**config.mk**
```make
export PLATFORM = sky130hd
export DESIGN_NAME = regfile_mp
export DESIGN_NICKNAME = d
export VERILOG_FILES = /design/src/rtl/regfile_mp.sv
export SDC_FILE = /design/constraint.sdc
export NUM_CORES = 2
export LEC_CHECK = 0
export ABC_CLOCK_PERIOD_IN_PS = 6300
export CORE_MARGIN = 2
export CORE_UTILIZATION = 48
export DETAILED_ROUTE_END_ITERATION = 10
export SETUP_SLACK_MARGIN = 0.3
export SYNTH_ARGS = -nofsm -noshare
export SYNTH_HDL_FRONTEND = slang
export SYNTH_SLANG_ARGS = --single-unit
```
**constraint.sdc**
```tcl
create_clock -name clk -period 6.3 [get_ports clk]
set_input_delay 1.26 -clock clk [delete_from_list [all_inputs] [get_ports clk]]
set_output_delay 1.26 -clock clk [all_outputs]
set_load 0.02 [all_outputs]
```
**src/rtl/regfile_mp.sv**
```systemverilog
// regfile_mp: multi-port register file with bypass, hardwired zero register, pending scoreboard and clear engine
// Ports:
//   clk, rst        clock, asynchronous active-high reset
//   i_clear         request re-zeroing of every register (honoured only when ready)
//   o_ready         1 once the clear engine is idle
//   i_wr_*          NWR synchronous write ports (enable, address, data)
//   i_rd_addr       NRD read addresses; o_rd_data / o_rd_busy are combinational
//   i_sb_set/addr   mark one register as having an outstanding producer
module regfile_mp #(
   parameter int XLEN    = 32,
   parameter int NREG    = 32,
   parameter int NRD     = 2,
   parameter int NWR     = 2,
   parameter bit BYPASS  = 1,
   parameter bit R0_ZERO = 1,
   localparam int AW     = $clog2(NREG)
) (
   input  logic                clk,
   input  logic                rst,
   input  logic                i_clear,
   output logic                o_ready,
   input  logic [NWR-1:0]      i_wr_en,
   input  logic [NWR*AW-1:0]   i_wr_addr,
   input  logic [NWR*XLEN-1:0] i_wr_data,
   input  logic [NRD*AW-1:0]   i_rd_addr,
   output logic [NRD*XLEN-1:0] o_rd_data,
   output logic [NRD-1:0]      o_rd_busy,
   input  logic                i_sb_set,
   input  logic [AW-1:0]       i_sb_addr
);
   typedef enum logic {INIT, RUN} state_t;
   state_t          state_q, state_d;
   logic [AW-1:0]   cnt_q, cnt_d;
   logic [NREG-1:0] pend_q, pend_d;
   logic [XLEN-1:0] mem [NREG];
   logic            run;
   logic [NWR-1:0]  wr_v;
   assign run     = state_q == RUN;
   assign o_ready = run;
   // A write is effective only in RUN, not in a clear cycle, and never to a hardwired zero register.
   always_comb begin
      wr_v = '0;
      for (int k = 0; k < NWR; k++)
         wr_v[k] = run && !i_clear && i_wr_en[k] && !(R0_ZERO && i_wr_addr[k*AW +: AW] == '0);
   end
   always_comb begin
      state_d = state_q;
      cnt_d   = cnt_q;
      pend_d  = pend_q;
      if (!run) begin
         cnt_d   = cnt_q + 1'b1;
         state_d = cnt_q == AW'(NREG - 1) ? RUN : INIT;
         pend_d  = '0;
      end else if (i_clear) begin
         state_d = INIT;
         cnt_d   = '0;
         pend_d  = '0;
      end else begin
         for (int k = 0; k < NWR; k++)
            if (wr_v[k]) pend_d[i_wr_addr[k*AW +: AW]] = 1'b0;
         // Set is applied last: a newly issued producer outranks an older writeback.
         if (i_sb_set && !(R0_ZERO && i_sb_addr == '0)) pend_d[i_sb_addr] = 1'b1;
      end
   end
   always_ff @(posedge clk or posedge rst)
      if (rst) begin
         state_q <= INIT;
         cnt_q   <= '0;
         pend_q  <= '0;
      end else begin
         state_q <= state_d;
         cnt_q   <= cnt_d;
         pend_q  <= pend_d;
      end
   // Storage is unreset so it can map onto a RAM; later ports overwrite earlier ones.
   always_ff @(posedge clk)
      if (!run) mem[cnt_q] <= '0;
      else
         for (int k = 0; k < NWR; k++)
            if (wr_v[k]) mem[i_wr_addr[k*AW +: AW]] <= i_wr_data[k*XLEN +: XLEN];
   for (genvar p = 0; p < NRD; p++) begin : g_rd
      logic [AW-1:0]   a;
      logic [XLEN-1:0] d;
      logic            b;
      assign a = i_rd_addr[p*AW +: AW];
      always_comb begin
         d = mem[a];
         b = pend_q[a];
         if (BYPASS)
            for (int k = 0; k < NWR; k++)
               if (wr_v[k] && i_wr_addr[k*AW +: AW] == a) begin
                  d = i_wr_data[k*XLEN +: XLEN];
                  b = 1'b0;
               end
         if (!run || (R0_ZERO && a == '0)) begin
            d = '0;
            b = 1'b0;
         end
      end
      assign o_rd_data[p*XLEN +: XLEN] = d;
      assign o_rd_busy[p]              = b;
   end
endmodule

```
==> flow_metrics.py <==
metrics = {
    "setup_path": {
        "cp_data_required_time_ns": 5.04,
        "crit_path_end_kind": "output port",
        "critical_path.max_fanout": 31,
        "crit_top_cell": "clkdlybuf4s50_1",
        "worstSetupPathType": "in -> out",
        "worst-path-buf-inv": 3,
        "critPathSlowestCell": "nand4bb_4",
        "slowest_delay_ns": 0.74,
        "cp.arrival_ns": 4.72,
        "start_kind": "input pin",
        "crit_family": "buffers and inverters",
        "path_cells": "clkdlybuf4s50_1 > buf_4 > nand4bb_4 > o22ai_1 > nor2_1 > and4_1 > o21ai_0 > clkdlybuf4s50_1",
    },
    "place": {
        "place_hpwl_um": 150900,
        "port_buffers": 161,
        "gp_congestion": 0.9253,
        "place_area_mm2": 0.06715,
    },
    "grt": {
        "grt_pass1_vias": 49780,
        "grt_pass1_wl_um": 357000,
        "gr-total-overflow": 0,
        "grt_use_total_pct": 36.79,
        "grt_max_degree": 66,
        "antenna_found_initial": 4,
    },
    "die": {
        "die-area_mm2": 0.1340,
        "die_h_um": 366.1,
        "coreArea_mm2": 0.1298,
        "floorplan.initialDensity_pct": 48.47,
        "io_pins": 162,
        "rows": 132,
        "die_w_um": 366.1,
    },
    "layout": {
        "post-route-util_pct": 54.53,
        "seqCellArea_mm2": 0.03170,
        "multi_input_area_mm2": 0.02870,
        "synthToLayoutAreaGrowth_pct": 12.50,
        "drive_gt1_share_pct": 12.37,
        "design_area_mm2": 0.07079,
        "fillerInstances": 11120,
        "nets": 5966,
    },
    "route": {
        "wl_per_cell_um": 32.54,
        "detail_route.iter0.violations": 7804,
        "viasPerCell": 6.688,
        "drt_first_pass_iters": 6,
        "drtAntennaViolNets": 0,
        "routed_wl_um": 251000,
        "drc": 0,
        "vias": 51580,
    },
    "yosys": {
        "ys_ff_latch": 1062,
        "synth_edf_count": 1024,
        "synthesis.area_mm2": 0.06292,
        "synth_top_area_share_pct": 48.87,
        "synthArstFlopShare_pct": 3.578,
        "yosys.area.top_type": "edfxtp_1",
        "yosys-top-cells-area": "edfxtp_1, mux2i_1, o21ai_0, nand2_1, mux4_2",
        "syn_avg_cell_area_um2": 10.44,
        "yosys_most_used_dff": "edfxtp_1",
        "yosys.cell_types.count": 63,
        "syn_inst": 6027,
        "syn-num-nets": 6124,
        "ys_warn_count": 0,
        "synthTopCellsByCount": "nand2_1, o21ai_0, edfxtp_1, mux2i_1, clkbuf_1",
        "yosysSeqAreaShare_pct": 50.38,
        "synthMostInstantiatedCell": "nand2_1",
    },
    "clock_tree": {
        "ctsRootBufferMaster": "clkbuf_16",
        "cts.path.max_buffers": 3,
        "postCtsHoldBufs": 0,
        "clock_latency_ns": 0.76,
        "tritoncts": "done",
        "cts_sinks": 1062,
        "numCtsBuffers": 116,
        "htree_levels": 3,
        "clk_pin_slew_ns": 0.06,
    },
    "timing": {
        "finalMaxSlewViolations": 0,
        "fin_worst_skew_ns": 0.02516,
        "finalHoldViolations": 0,
        "slew_headroom_pct": 7.255,
        "tightest_slew_ns": 1.387,
        "period_needed_ns": 5.982,
        "timing.final.crit_share_pct": 94.96,
        "fmax_ghz": 0.1672,
        "tns_ns": 0,
        "hold-worst-slack_ns": 0.5464,
        "rsz0062_at_grt": "false",
        "setup_viol": 0,
    },
    "job": {
        "cap_violations": 0,
    },
    "status": {
        "status": "complete, no violations",
    },
    "power_and_ir_drop": {
        "ir_worst_vdd_v": 0.0002381,
        "p_per_area_mw_per_mm2": 273.7,
        "power.leakage_nw": 24.21,
        "power_w": 0.01937,
    },
    "min_path": {
        "hp-class": "reg -> reg",
    },
}
## state kept, by name (all words and copies together) (netlist names)
name	cells
o_ready	1
mem	1024
cnt_q	5
pend_q	32
## routing by layer
layer	global-route usage (%)	up-vias	wire [µm]
met4	19.03	0	14490
met1	48.81	25130	92770
met3	7.644	741	31000
met2	57.15	3733	112700
li1	-	21980	-
met5	0	-	0
## worst reg2reg max path, stage by stage (launching register included)
cell and delay [ns]:
dfrtp_1 0.63, nand3b_1 0.30, a31oi_4 0.34, buf_4 0.47, a21oi_2 0.41, o21ai_4 1.09
buf_4 0.49
## through the flow
| stage | instances | setup slack, ns |
|---|---|---|
| global placement | 7493 | 0.2435 |
| detailed placement | 7493 | 0.2035 |
| floorplan | 6027 | 1.143 |
| finish | 7712 | 0.3175 |
| global route | 7711 | 0.3266 |
| CTS | 7709 | 0.3534 |
## report_power, final
part / internal (W) / total, W / switching (W) / leakage [nW]
sequential: 0.00862 / 0.00896 / 0.000341 / 9.89
combinational: 0.00123 / 0.00372 / 0.00249 / 12.6
clock: 0.00372 / 0.00669 / 0.00297 / 1.76
## cell usage in the layout (no fill, tap or decap), types with 42 or more instances in the layout
cell type,Yosys,layout
nand2_1,1402,1402
o21ai_0,1052,1027
edfxtp_1,1024,1024
mux2i_1,646,646
buf_4,46,213
mux4_2,208,208
o22ai_1,189,189
clkdlybuf4s50_1,0,151
clkbuf_16,0,121
nor2_1,112,97
o21ai_1,66,66
o22a_1,62,62
buf_12,0,62
o211ai_1,49,49
inv_1,44,44
clkbuf_1,447,42
## cell families after synthesis
group,share of synthesized area [%]
compound gates,14.16
xor+xnor,0.3062
fa+ha+maj,0.03976
buf+inv,5.182
flops,50.38
mux,17.72
simple gates,12.21
## timing repair
| item | 4_1_cts | 5_1_grt |
|---|---|---|
| resized for setup | 4 | 1 |
| buffers inserted | 0 | 0 |
| endpoints found under the setup margin | 9 | 3 |
## layout make-up
cell class	count	share of cell area [%]
antenna	3	0.01061
clock buffer	167	4.578
clock inverter	49	0.5144
inverter	44	0.2333
multi-input combinational	4213	40.54
sequential	1062	44.78
tap	1742	3.079
timing repair buffer	432	6.262
## path summary, 6_finish.rpt
path,start,to,slack (ns),cells after the start
hold reg to reg,pend_q[0],pend_q[0],0.55,1
min in group asynchronous,rst,pend_q[28],0.94,3
hold / removal,pend_q[0],pend_q[0],0.55,1
setup reg to reg,o_ready,mem[16][19],2.23,6
max in group asynchronous,rst,pend_q[4],5.01,3
setup / recovery,i_rd_addr[9],o_rd_data[32],0.32,8
(Power assumes the default switching activity.)
